$ cat config.mk
export PLATFORM = sky130hd
export DESIGN_NAME = flag_reduce_seq
export DESIGN_NICKNAME = d
export VERILOG_FILES = /design/src/rtl/flag_reduce_pkg.sv /design/src/rtl/flag_reduce_seq_chunk_lzd.sv /design/src/rtl/flag_reduce_seq.sv
export SDC_FILE = /design/constraint.sdc
export NUM_CORES = 1
export LEC_CHECK = 0
export CAP_MARGIN = 20
export CORE_UTILIZATION = 50
export DETAILED_ROUTE_END_ITERATION = 16
export PLACE_DENSITY = 0.78
export REMOVE_ABC_BUFFERS = 1
export SYNTH_ARGS = -nofsm -noshare
export SYNTH_HDL_FRONTEND = slang
export SYNTH_SLANG_ARGS = --single-unit
$ cat constraint.sdc
create_clock -name clk -period 1.6 [get_ports clk]
set_input_delay 0.32 -clock clk [delete_from_list [all_inputs] [get_ports clk]]
set_output_delay 0.32 -clock clk [all_outputs]
set_load 0.03 [all_outputs]
$ cat src/rtl/flag_reduce_pkg.sv
// Shared types and sizing helpers for the sequential OR-reduce flag unit.
// Used by flag_reduce_seq and chunk_lzd.
package flag_reduce_pkg;

    localparam int DEF_WIDTH = 32;
    localparam int DEF_CHUNK = 8;

    typedef enum logic [1:0] {
        IDLE = 2'd0,
        SCAN = 2'd1,
        DONE = 2'd2
    } state_t;

    function automatic int nch(input int w, input int c);
        return w / c;
    endfunction

    function automatic int idx_w(input int w);
        return (w > 1) ? $clog2(w) : 1;
    endfunction

endpackage

$ cat src/rtl/flag_reduce_seq_chunk_lzd.sv
// Combinational leading-zero count of one CHUNK-bit slice.
// Only instantiated when FLAG_MSB_IDX_EN is defined.
module chunk_lzd
    import flag_reduce_pkg::*;
#(
    parameter int CHUNK = DEF_CHUNK,
    localparam int LZW = idx_w(CHUNK)
) (
    input  logic [CHUNK-1:0] slice_i,
    output logic [LZW-1:0]   lz_o,
    output logic             nz_o
);

    // Ascending scan so the highest set bit is the last to assign lz_o.
    always_comb begin
        lz_o = '0;
        for (int i = 0; i < CHUNK; i++) begin
            if (slice_i[i]) begin
                lz_o = LZW'(CHUNK - 1 - i);
            end
        end
    end

    assign nz_o = |slice_i;

endmodule

$ cat src/rtl/flag_reduce_seq.sv
// Multi-cycle MSB-first OR-reduce with any_set/zero flags.
// Define FLAG_MSB_IDX_EN to add the msb_idx output and its detector.
module flag_reduce_seq
    import flag_reduce_pkg::*;
#(
    parameter int WIDTH = DEF_WIDTH,
    parameter int CHUNK = DEF_CHUNK,
    localparam int IDXW = idx_w(WIDTH)
) (
    input  logic             clk,
    input  logic             rst,
    input  logic             start,
    input  logic [WIDTH-1:0] data_in,
    output logic             busy,
    output logic             done,
    output logic             any_set,
    output logic             zero
`ifdef FLAG_MSB_IDX_EN
    ,
    output logic [IDXW-1:0]  msb_idx
`endif
);

    localparam int NCH = nch(WIDTH, CHUNK);
    localparam logic [IDXW-1:0] LAST = IDXW'(NCH - 1);

    state_t            state_q, state_d;
    logic [WIDTH-1:0]  sh_q;
    logic [IDXW-1:0]   cnt_q;
    logic              acc_q;
    logic              any_q, zero_q;
    logic [CHUNK-1:0]  slice;
    logic              slice_nz;
    logic              scan, last, load, acc_d;

    assign slice = sh_q[WIDTH-1 -: CHUNK];
    assign scan  = (state_q == SCAN);
    assign last  = scan && (cnt_q == LAST);
    assign load  = start && (state_q != SCAN);
    assign acc_d = acc_q | slice_nz;

    always_ff @(posedge clk) begin
        if (rst) begin
            state_q <= IDLE;
        end else begin
            state_q <= state_d;
        end
    end

    always_comb begin
        state_d = state_q;
        unique case (state_q)
            IDLE:    if (start) state_d = SCAN;
            SCAN:    if (last) state_d = DONE;
            DONE:    state_d = start ? SCAN : IDLE;
            default: state_d = IDLE;
        endcase
    end

    always_comb begin
        busy = (state_q == SCAN);
        done = (state_q == DONE);
    end

    // Flags are latched from the final slice so they hold across the next scan.
    always_ff @(posedge clk) begin
        if (rst) begin
            sh_q   <= '0;
            cnt_q  <= '0;
            acc_q  <= 1'b0;
            any_q  <= 1'b0;
            zero_q <= 1'b0;
        end else if (load) begin
            sh_q  <= data_in;
            cnt_q <= '0;
            acc_q <= 1'b0;
        end else if (scan) begin
            sh_q  <= sh_q << CHUNK;
            cnt_q <= cnt_q + IDXW'(1);
            acc_q <= acc_d;
            if (last) begin
                any_q  <= acc_d;
                zero_q <= ~acc_d;
            end
        end
    end

    assign any_set = any_q;
    assign zero    = zero_q;

`ifdef FLAG_MSB_IDX_EN
    localparam int LZW = idx_w(CHUNK);

    logic [LZW-1:0]  lz;
    logic            found_q;
    logic [IDXW-1:0] idx_q, idx_d, msb_q;

    chunk_lzd #(
        .CHUNK (CHUNK)
    ) u_lzd (
        .slice_i (slice),
        .lz_o    (lz),
        .nz_o    (slice_nz)
    );

    always_comb begin
        idx_d = idx_q;
        if (!found_q && slice_nz) begin
            idx_d = IDXW'(WIDTH - 1 - int'(cnt_q) * CHUNK - int'(lz));
        end
    end

    always_ff @(posedge clk) begin
        if (rst) begin
            found_q <= 1'b0;
            idx_q   <= '0;
            msb_q   <= '0;
        end else if (load) begin
            found_q <= 1'b0;
            idx_q   <= '0;
        end else if (scan) begin
            found_q <= found_q | slice_nz;
            idx_q   <= idx_d;
            if (last) begin
                msb_q <= idx_d;
            end
        end
    end

    assign msb_idx = msb_q;
`else
    assign slice_nz = |slice;
`endif

endmodule

Word-level counts from Yosys, hierarchy flattened
Cells that the tools add are included.
{ "op_classes": {"n_addsub": 1, "n_eq_ne": 6, "n_mux": 6, "bitwise_logic": 3, "reduce_logical": 8} }
{ "op_table": {"columns": ["cell", "n"], "rows": [
  ["32-bit 2-to-1 mux", 2],
  ["8-bit OR reduction", 1],
  ["2-bit one-hot mux with 3 select lines", 1],
  ["5-bit by 1-bit adder with 5-bit output, second input constant", 1],
  ["5-bit by 2-bit equality test with 1-bit output, second input constant", 1],
  ["2-bit 2-to-1 mux", 2],
  ["2-bit by 1-bit inequality test with 1-bit output, second input constant", 2],
  ["3-bit AND reduction", 1],
  ["2-bit by 1-bit equality test with 1-bit output, second input constant", 1],
  ["2-bit equality test, second input constant", 1],
  ["1-bit logical AND", 2],
  ["2-bit logical NOT", 1],
  ["2-bit inequality test, second input constant", 1],
  ["1-bit NOT", 2],
  ["2-bit AND reduction", 1],
  ["2-bit nonzero test", 1],
  ["2-bit OR reduction", 1],
  ["1-bit 2-to-1 mux", 1],
  ["1-bit OR", 1]
]} }
{ "totals": {"register_bits": 42, "inputBits": 35, "out_inout_bits": 4, "elab_cells": 30} }

Depth between registers and ports, before layout
Gate-level depths: netlist of the first run.
{ "logic_depth": {"ltp_word": 4, "mapped_depth": 5, "ltp_nobuf": 4} }

Least setup slack after synthesis of the first run
OpenSTA, ideal clock, no wires.
{ "synth_path": {"path_type": "reg-to-reg", "startpoint": "register cnt_q[0]", "endpoint": "register zero_q (netlist: zero)", "setup_ns": 0.133, "arrival_ns": 1.196, "required_ns": 1.467, "slack_ns": 0.271, "stages_incl_launch_ff": 5, "path_cell_list": "dfxtp_1 > ha_1 > or4b_4 > o21ai_2 > a21oi_1"} }
{ "synth_between": {"elab_chain_cells": 3} }
{ "synth_rtl": {"columns": ["item", "line_no", "source"], "rows": [
  ["from (decl)", "flag_reduce_seq.sv:29", "logic [IDXW-1:0] cnt_q;"],
  ["from (signal assigned)", "flag_reduce_seq.sv:79", "cnt_q <= cnt_q + IDXW'(1);"],
  ["5-bit by 2-bit equality test with 1-bit output", "flag_reduce_seq.sv:38", "assign last = scan && (cnt_q == LAST);"],
  ["1-bit logical AND", "flag_reduce_seq.sv:38", null],
  ["3-bit AND reduction (no line)", null, null],
  ["to (signal assigned)", "flag_reduce_seq.sv:83", "zero_q <= ~acc_d;"],
  ["to (decl)", "flag_reduce_seq.sv:31", "logic any_q, zero_q;"]
]} }
Every way passes these cells.
A chain may end at the register's enable or synchronous reset.

Final worst setup path of the first run
{ "layout_path": {"startpoint": "register state_q[1]", "endpoint": "output port done"} }
{ "layout_between": {"elab_chain_cells": 1} }
{ "layout_rtl": {"columns": ["item", "line_no", "source"], "rows": [
  ["from (decl)", "flag_reduce_seq.sv:27", "state_t state_q, state_d;"],
  ["from (signal assigned)", "flag_reduce_seq.sv:46", "state_q <= state_d;"],
  ["2-bit equality test", "flag_reduce_seq.sv:62", "done = (state_q == DONE);"],
  ["to (decl)", "flag_reduce_seq.sv:15", "output logic done,"]
]} }
Every way passes these cells.

==> flow_metrics.py, run 1 <==
metrics = {
    "floorplanning": {
        "die_h_um": 63.2,
        "ioPinCount": 39,
        "dieArea_um2": 4000,
        "die_x_um": 63.2,
        "rows": 21,
        "core_area_um2": 3470,
        "start_util": 0.541,
    },
    "timing": {
        "setup_ws_ns": 0.105,
        "rsz0062_at_grt": "no",
        "tightest_slew_ns": 0.399,
        "final.period_utilization": 0.935,
        "fin_crit_ns": 1.50,
        "maxSlewHeadroom": 0.734,
        "setup_viol": 0,
        "skew_ns": 0.00315,
        "whs_ns": 0.465,
        "slew_violations": 0,
        "hold_viol": 0,
        "fmax_mhz": 669,
    },
    "pwr": {
        "totalPowerFinal_mw": 2.15,
        "peakVddDrop_mv": 0.582,
        "p_leak_nw": 0.958,
        "powerDensity_nw_per_um2": 919,
    },
    "placement": {
        "post-dp-hpwl_mm": 2.58,
        "pre_cts_ws_ns": 0.0516,
        "place_congestion": 0.820,
        "portBuffers": 38,
    },
    "finish": {
        "fillCellCount": 295,
        "multi_input_area_um2": 940,
        "layout.nets": 257,
        "seqCellArea_um2": 841,
        "syn_to_final_growth_pct": 24.7,
        "antenna_cells": 0,
        "drive_above_1_share": 0.136,
    },
    "logic_synthesis": {
        "synthCells": 185,
        "ys_warn_count": 0,
        "synth_async_sr_flop_share": 0,
        "synth_edf_count": 0,
        "synth_top_cell_by_area": "dfxtp_1",
        "synth-seq-cells": 42,
        "synth.area.top_cells": "dfxtp_1, mux2i_1, nor2_1, a211oi_2, a211oi_1",
        "synth_top_area_share": 0.448,
        "ys.flop_type": "dfxtp_1",
        "netlist_area_um2": 1880,
        "ys_seq_area_frac": 0.448,
        "syn_avg_cell_area_um2": 10.1,
        "yosysUniqueCellTypes": 32,
    },
    "global_routing": {
        "antenna_found_initial": 0,
        "grt.overflow.total": 0,
        "grtUsageTotal": 0.196,
        "grt_max_degree": 54,
        "grt_pass1_wl_mm": 6.15,
        "first_global_vias": 1444,
    },
    "setup_path": {
        "reg2reg_depth": 4,
        "path_class": "reg2out",
        "r2r_start": "cnt_q[0]",
        "worstPathCellList": "nor2b_1 -> dlygate4sd2_1",
        "crit_path_end_kind": "output port",
        "reg2reg_setup_slack_ns": 0.16,
        "path_max_fanout": 5,
        "max_stage_delay_ns": 0.39,
        "arrival_ns": 1.18,
        "setup.worst_path.start_class": "flip-flop",
        "cp_top_family": "buffers and inverters",
        "reg2reg_to": "state_q[0]",
        "worst_ep_required_time_ns": 1.28,
        "critPathSlowestCell": "dlygate4sd2_1",
        "critPathBufInv": 1,
    },
    "clock_network": {
        "clockBufferDepth": 2,
        "clk_pin_slew_ns": 0.07,
        "hold_buffers": 0,
        "postCtsSetupRepairBufs": 0,
        "clock_sinks": 42,
        "numCtsBuffers": 5,
        "h-tree-depth": 2,
        "cts_resized": 4,
        "clockRootBuffer": "clkbuf_8",
        "cts_tree": "built",
        "clkLatencyLatePin_ns": 0.28,
    },
    "hold_path": {
        "hold_end": "zero",
        "min_from": "zero",
        "min_delay_path_depth": 2,
        "min_path_type": "reg2reg",
    },
    "detailed_routing": {
        "viasPerCell": 5.35,
        "vias": 1428,
        "routedWlPerCell_um": 13.1,
        "drt_iter0_drc": 52,
        "drc": 0,
        "totalWireLength_mm": 3.51,
        "drt_pass1_iterations": 4,
        "postRouteAntennaNets": 0,
    },
    "run": {
        "maxCapViolCount": 0,
    },
    "status": {
        "outcome": "finished, final reports clean",
    },
}
[layout by cell type (no fill, tap or decap), types with 2 or more instances in the layout]
master,count
dfxtp_1,42
nor2_1,37
clkdlybuf4s50_1,33
mux2i_1,32
a211oi_1,14
a211oi_2,10
a21oi_1,5
clkbuf_8,5
nand2_1,4
dlygate4sd2_1,3
buf_4,3
nor2b_1,2
nand3b_1,2
o21ai_0,2
or3_1,2
nor3_2,2
clkbuf_1,2
[how the worst max path moves through the flow]
stage | startpoint | to | slack, ns | cells past startpoint
finish | state_q[1] | done | 0.10 | 2
global route | cnt_q[0] | any_set | 0.03 | 4
floorplan | state_q[1] | any_set | -0.95 | 4
detailed placement | state_q[1] | sh_q[7] | 0.05 | 4
CTS | state_q[1] | busy | 0.02 | 3
global placement | state_q[1] | busy | 0.09 | 3
[logic make-up (layout without fill, tap and decap cells)]
kind of cell	count (synthesis)	count (layout)	synth area share
simple gates	58	58	0.153
flops	42	42	0.448
compound gates	35	35	0.159
mux	32	32	0.171
buf+inv	15	51	0.0520
xor+xnor	2	2	0.00934
fa+ha+maj	1	1	0.00667
[power breakdown]
group	switching, mW	internal (mW)	leakage (nW)
logic	0.172	0.193	0.574
clock network	0.319	0.300	0.0383
registers	0.0445	1.12	0.346
total	0.536	1.61	0.958
[metal layers]
layer  up-vias  part of all wire  global-route usage
met5         -                 0                   0
met4         0             0.014              0.0710
met3         5             0.034              0.0507
met2        24              0.50               0.337
met1       667              0.46               0.234
li1        732                 -                   -
[cell type report]
| cell class | instances | area share |
|---|---|---|
| Clock buffer | 7 | 0.0326 |
| Inverter | 1 | 0.00214 |
| Multi-Input combinational cell | 128 | 0.402 |
| Sequential cell | 42 | 0.359 |
| Tap cell | 46 | 0.0246 |
| Timing Repair Buffer | 43 | 0.180 |
[state kept, by name (all words and copies together) (netlist names)]
| register | flops |
|---|---|
| sh_q | 32 |
| cnt_q | 5 |
| state_q | 2 |
| acc_q | 1 |
| any_set | 1 |
| zero | 1 |
[worst register-to-register path: cells and delay by family, from the launching register on]
kind	cells	cell delay [ns]
simple gates	2	0.56
flops	1	0.37
compound gates	1	0.16
fa+ha+maj	1	0.24
[Yosys cell counts (2+ instances only)]
master	n
dfxtp_1	42
nor2_1	37
mux2i_1	32
a211oi_1	14
a211oi_2	10
buf_4	7
a21oi_1	5
buf_2	5
nand2_1	4
nand2b_1	2
nand3b_1	2
nor2b_1	2
nor3_2	2
o21ai_0	2
or3_1	2
[through the flow]
step	cell area [um2]	utilization	cells	setup TNS (ns)
floorplan	1780	-	171	-19.97
global placement	2270	0.654	260	0
detailed placement	2270	0.654	260	0
CTS	2340	0.675	267	0
global route	2340	0.675	267	0
finish	2340	0.675	267	0
No activity file was read; power rests on OpenSTA's default activity.
==> run 2, diff against run 1 <==
--- a/config.mk
+++ b/config.mk
@@ -6,9 +6,11 @@
 export NUM_CORES = 1
 export LEC_CHECK = 0
 export CAP_MARGIN = 20
+export CORE_MARGIN = 8
 export CORE_UTILIZATION = 50
+export CTS_CLUSTER_SIZE = 20
 export DETAILED_ROUTE_END_ITERATION = 16
-export PLACE_DENSITY = 0.78
+export PLACE_DENSITY = 0.75
 export REMOVE_ABC_BUFFERS = 1
 export SYNTH_ARGS = -nofsm -noshare
 export SYNTH_HDL_FRONTEND = slang
==> run 2 against run 1 <==
Hold slack worse by 0.0020 ns. Design area is 0.75% higher. Routed wire length is 5.8% higher. Fmax is 0.51% higher. Power is 1.9% higher. Global-route usage is 6.3 points lower. Largest power group unchanged.
==> flow_metrics.py, run 2 (same netlist as run 1, synthesis figures left out) <==
metrics = {
    "timing": {
        "whs_ns": 0.463,
        "tightest_slew_ns": 0.433,
        "setup_viol": 0,
        "skew_ns": 0.00213,
        "hold_viol": 0,
        "slew_violations": 0,
        "setup_ws_ns": 0.112,
        "maxSlewHeadroom": 0.709,
        "fin_crit_ns": 1.49,
        "fmax_mhz": 672,
        "final.period_utilization": 0.930,
        "rsz0062_at_grt": "no",
    },
    "detailed_routing": {
        "drc": 0,
        "vias": 1389,
        "drt_iter0_drc": 73,
        "drt_pass1_iterations": 4,
        "viasPerCell": 5.16,
        "postRouteAntennaNets": 0,
        "totalWireLength_mm": 3.72,
        "routedWlPerCell_um": 13.8,
    },
    "clock_network": {
        "postCtsSetupRepairBufs": 0,
        "h-tree-depth": 2,
        "clockRootBuffer": "clkbuf_8",
        "clockBufferDepth": 2,
        "clkLatencyLatePin_ns": 0.29,
        "cts_tree": "built",
        "clk_pin_slew_ns": 0.07,
        "numCtsBuffers": 5,
        "clock_sinks": 42,
    },
    "finish": {
        "antenna_cells": 0,
        "syn_to_final_growth_pct": 25.7,
        "largest_reg_flops": 32,
        "layout.nets": 258,
        "largest-register": "sh_q",
        "drive_above_1_share": 0.145,
        "final_common_cell": "dfxtp_1",
        "layout_common_cells": "dfxtp_1, nor2_1, clkdlybuf4s50_1",
        "reg.largest.list": "sh_q: 32 flops, cnt_q: 5 flops, state_q: 2 flops",
    },
    "setup_path": {
        "path_max_fanout": 5,
        "reg2reg_depth": 4,
        "crit_path_end_kind": "output port",
        "r2r_start": "cnt_q[0]",
        "worst_ep_required_time_ns": 1.28,
        "reg2reg_setup_slack_ns": 0.16,
        "reg2reg_to": "state_q[0]",
        "setup.worst_path.start_class": "flip-flop",
        "arrival_ns": 1.17,
        "path_class": "reg2out",
    },
    "hold_path": {
        "min_delay_path_depth": 2,
        "min_path_type": "reg2reg",
        "min_from": "zero",
        "hold_end": "zero",
    },
    "global_routing": {
        "use_met2": 0.227,
        "grtUsageTotal": 0.133,
        "busiest_layer": "met2",
        "grt.overflow.total": 0,
        "antenna_found_initial": 0,
        "grt_max_degree": 54,
        "grt_use_met1": 0.137,
        "gr-usage-met3": 0.0513,
        "grt_pass1_wl_mm": 6.47,
        "first_global_vias": 1511,
    },
    "placement": {
        "pre_cts_ws_ns": 0.0563,
        "place_congestion": 0.849,
        "portBuffers": 38,
        "post-dp-hpwl_mm": 2.79,
    },
    "pwr": {
        "p_leak_nw": 0.964,
        "powerDensity_nw_per_um2": 930,
        "peakVddDrop_mv": 0.592,
    },
    "floorplanning": {
        "die_h_um": 77.2,
        "ioPinCount": 39,
        "die_x_um": 77.2,
        "start_util": 0.516,
        "rows": 22,
        "core_area_um2": 3630,
        "dieArea_um2": 5970,
    },
    "run": {
        "maxCapViolCount": 0,
    },
    "status": {
        "outcome": "finished, final reports clean",
    },
}
run 2: worst max-delay path by stage:
| stage | startpoint | to | slack, ns | depth (start not counted) |
|---|---|---|---|---|
| after global placement | state_q[1] | busy | 0.08 | 3 |
| after global routing | state_q[1] | done | 0.02 | 2 |
| after CTS | state_q[0] | busy | 0.03 | 3 |
| after detailed placement | state_q[0] | busy | 0.06 | 3 |
| final | state_q[1] | done | 0.11 | 2 |
| after floorplan | state_q[1] | any_set | -0.95 | 4 |
run 2: layout make-up:
cell class                      instances  area, um2
Fill cell                             319       1280
Clock buffer                            6       82.6
Multi-Input combinational cell        128        940
Sequential cell                        42        841
Timing Repair Buffer                   44        429
Tap cell                               48       60.1
Inverter                                1       5.00
run 2: per-stage QoR:
stage	util	TNS (ns)	total power [mW]	std cells	instance area, um2
after floorplan	-	-19.97	1.38	171	1780
after global placement	0.627	0	1.54	263	2280
after detailed placement	0.627	0	1.56	263	2280
after CTS	0.649	0	2.22	269	2360
after global routing	0.649	0	2.31	269	2360
final	0.649	0	2.19	269	2360
run 2: worst max-delay path, stage by stage, from the launching register on:
cell and delay, ns:
dfxtp_1 0.36, nor2b_1 0.14, clkdlybuf4s15_1 0.37
run 2: timing repair:
item / CTS / global route
endpoints found under the setup margin: 4 / 16
gates resized for setup: 5 / 3
hold buffers: 0 / 0
run 2: power by group:
| group | switching (mW) | internal (mW) |
|---|---|---|
| clock | 0.326 | 0.332 |
| sequential | 0.0436 | 1.12 |
| combinational | 0.173 | 0.194 |
| total | 0.543 | 1.65 |
run 2: routing by layer:
metal	vias to the layer above	routed length [um]
met1	616	1710
li1	736	-
met2	28	1740
met4	0	89
met3	9	174
met5	-	0
==> run 3, diff against run 2 <==
--- a/config.mk
+++ b/config.mk
@@ -5,6 +5,7 @@
 export SDC_FILE = /design/constraint.sdc
 export NUM_CORES = 1
 export LEC_CHECK = 0
+export ABC_AREA = 1
 export CAP_MARGIN = 20
 export CORE_MARGIN = 8
 export CORE_UTILIZATION = 50
==> run 3 against run 2 <==
Setup slack got worse by 0.021 ns. Flip-flop and latch count unchanged. Sequential power decreased by 3%. Routed wire length increased by 9.8%. Core utilization increased by 1.9 points. Global-route usage increased by 1.4 points. Clock power increased by 5.9%. Final cell count increased by 39%. Non-clock buffer count increased by 3. Fmax decreased by 1.4%. Combinational power decreased by 4%.
==> flow_metrics.py, run 3 <==
metrics = {
    "logic_synthesis": {
        "ys_seq_area_frac": 0.449,
        "synth-seq-cells": 42,
        "synthCells": 282,
        "ys.flop_type": "dfxtp_1",
        "ys_warn_count": 0,
        "synth_top_area_share": 0.449,
        "synthTopCellsByCount": "nand2_1, dfxtp_1, inv_1, nand3_1, nor2_1",
        "yosysMostFrequentCell": "nand2_1",
        "yosysUniqueCellTypes": 22,
        "netlist_area_um2": 1870,
        "synth_edf_count": 0,
        "syn_avg_cell_area_um2": 6.64,
        "synth.area.top_cells": "dfxtp_1, nand2_1, nand3_1, inv_1, a21oi_1",
        "synth_top_cell_by_area": "dfxtp_1",
        "synth_async_sr_flop_share": 0,
    },
    "setup_path": {
        "path_max_fanout": 2,
        "cp_top_family": "buffers and inverters",
        "critPathSlowestCell": "dfxtp_1",
        "crit_path_end_kind": "output port",
        "reg2reg_to": "sh_q[14]",
        "reg2reg_setup_slack_ns": 0.29,
        "max_stage_delay_ns": 0.39,
        "arrival_ns": 1.19,
        "reg2reg_depth": 8,
        "path_class": "reg2out",
        "r2r_start": "state_q[0]",
        "worstPathCellList": "inv_2 -> nor2_1 -> clkdlybuf4s15_1",
        "worst_ep_required_time_ns": 1.28,
        "critPathBufInv": 2,
        "setup.worst_path.start_class": "flip-flop",
    },
    "hold_path": {
        "hold_end": "sh_q[7]",
        "min_from": "sh_q[7]",
        "min_path_type": "reg2reg",
        "min_delay_path_depth": 2,
    },
    "pwr": {
        "totalPowerFinal_mw": 2.18,
        "powerDensity_nw_per_um2": 899,
        "peakVddDrop_mv": 0.560,
        "p_leak_nw": 1.19,
    },
    "finish": {
        "instances_no_fill": 373,
        "layout.nets": 360,
        "drive_above_1_share": 0.0738,
        "reg.largest.list": "sh_q: 32 flops, cnt_q: 5 flops, state_q: 2 flops",
        "largest_reg_flops": 32,
        "final_common_cell": "nand2_1",
        "antenna_cells": 0,
        "design_area_um2": 2430,
        "largest-register": "sh_q",
        "syn_to_final_growth_pct": 29.6,
        "layout_common_cells": "nand2_1, dfxtp_1, clkdlybuf4s50_1",
    },
    "clock_network": {
        "numCtsBuffers": 5,
        "clock_sinks": 42,
        "cts_tree": "built",
        "clk_pin_slew_ns": 0.08,
        "clockBufferDepth": 2,
        "h-tree-depth": 2,
        "clkLatencyLatePin_ns": 0.29,
        "clockRootBuffer": "clkbuf_8",
    },
    "placement": {
        "dpl_cell_area_um2": 2330,
        "place_congestion": 0.738,
        "place_inst": 365,
        "post-dp-hpwl_mm": 2.91,
        "portBuffers": 38,
    },
    "timing": {
        "tightest_slew_ns": 0.312,
        "final.period_utilization": 0.943,
        "skew_ns": 0.00644,
        "slew_violations": 0,
        "maxSlewHeadroom": 0.793,
        "fmax_mhz": 663,
        "hold_viol": 0,
        "rsz0062_at_grt": "no",
        "setup_viol": 0,
        "fin_crit_ns": 1.51,
        "tns_ns": 0,
        "whs_ns": 0.464,
    },
    "detailed_routing": {
        "postRouteAntennaNets": 0,
        "drt_iter0_drc": 131,
        "totalWireLength_mm": 4.08,
        "routedWlPerCell_um": 10.9,
        "drt_pass1_iterations": 4,
        "viasPerCell": 4.72,
        "drc": 0,
        "vias": 1760,
    },
    "global_routing": {
        "grt_pass1_wl_mm": 7.38,
        "antenna_found_initial": 0,
        "grt.overflow.total": 0,
        "first_global_vias": 1758,
        "grt_max_degree": 26,
        "grtUsageTotal": 0.147,
    },
    "floorplanning": {
        "rows": 22,
        "core_area_um2": 3630,
        "start_util": 0.515,
        "die_h_um": 77.2,
        "dieArea_um2": 5960,
        "die_x_um": 77.2,
        "ioPinCount": 39,
    },
    "status": {
        "outcome": "finished, final reports clean",
    },
    "run": {
        "maxCapViolCount": 0,
    },
}
==> run 3: what timing repair did <==
item	CTS	global route
buffers inserted	0	0
gates resized for setup	3	2
cloned	0	0
hold buffers	0	0
setup endpoints to repair	3	2
==> run 3: worst max path at each step <==
stage / depth (start not counted) / endpoint / startpoint
floorplan: 7 / sh_q[10] / state_q[0]
global placement: 3 / done / state_q[1]
detailed placement: 3 / done / state_q[1]
CTS: 3 / done / state_q[1]
global route: 3 / done / state_q[1]
finish: 3 / done / state_q[1]
==> run 3: worst reg2reg max path: cells and delay by family (launching register included) <==
family	cells	cell delay [ns]
simple gates	5	0.55
flops	1	0.39
buf+inv	3	0.28
==> run 3: per-stage QoR <==
stage / util / setup slack, ns
final: 0.668 / 0.0913
after global routing: 0.668 / 0.0181
after detailed placement: 0.643 / 0.104
after global placement: 0.643 / 0.113
after CTS: 0.667 / 0.0478
after floorplan: - / -0.0317
==> run 3: per-layer routing <==
layer / vias to the layer above / track usage / part of all wire
li1: 934 / - / -
met1: 798 / 0.163 / 0.47
met5: - / 0 / 0
met3: 4 / 0.0524 / 0.037
met4: 0 / 0.0509 / 0.0088
met2: 24 / 0.251 / 0.49
==> run 3: cells by family after synthesis <==
family | synth area share
AND/OR/NAND/NOR | 0.387
buffers and inverters | 0.113
flip-flops | 0.449
AO/OA/AOI/OAI | 0.0347
XOR/XNOR | 0.00935
adder cells (fa/ha/maj) | 0.00668
==> run 3: final cells by class <==
cell class                      instances  area (um2)
Fill cell                             369        1210
Sequential cell                        42         841
Multi-Input combinational cell        194         821
Timing Repair Buffer                   47         484
Inverter                               34         130
Clock buffer                            7        86.3
Tap cell                               48        60.1
Clock inverter                          1        5.00
==> run 3: power breakdown <==
part	switching [mW]	total [mW]	internal [mW]
Sequential	0.0298	1.13	1.10
Clock	0.350	0.698	0.348
Combinational	0.175	0.353	0.178
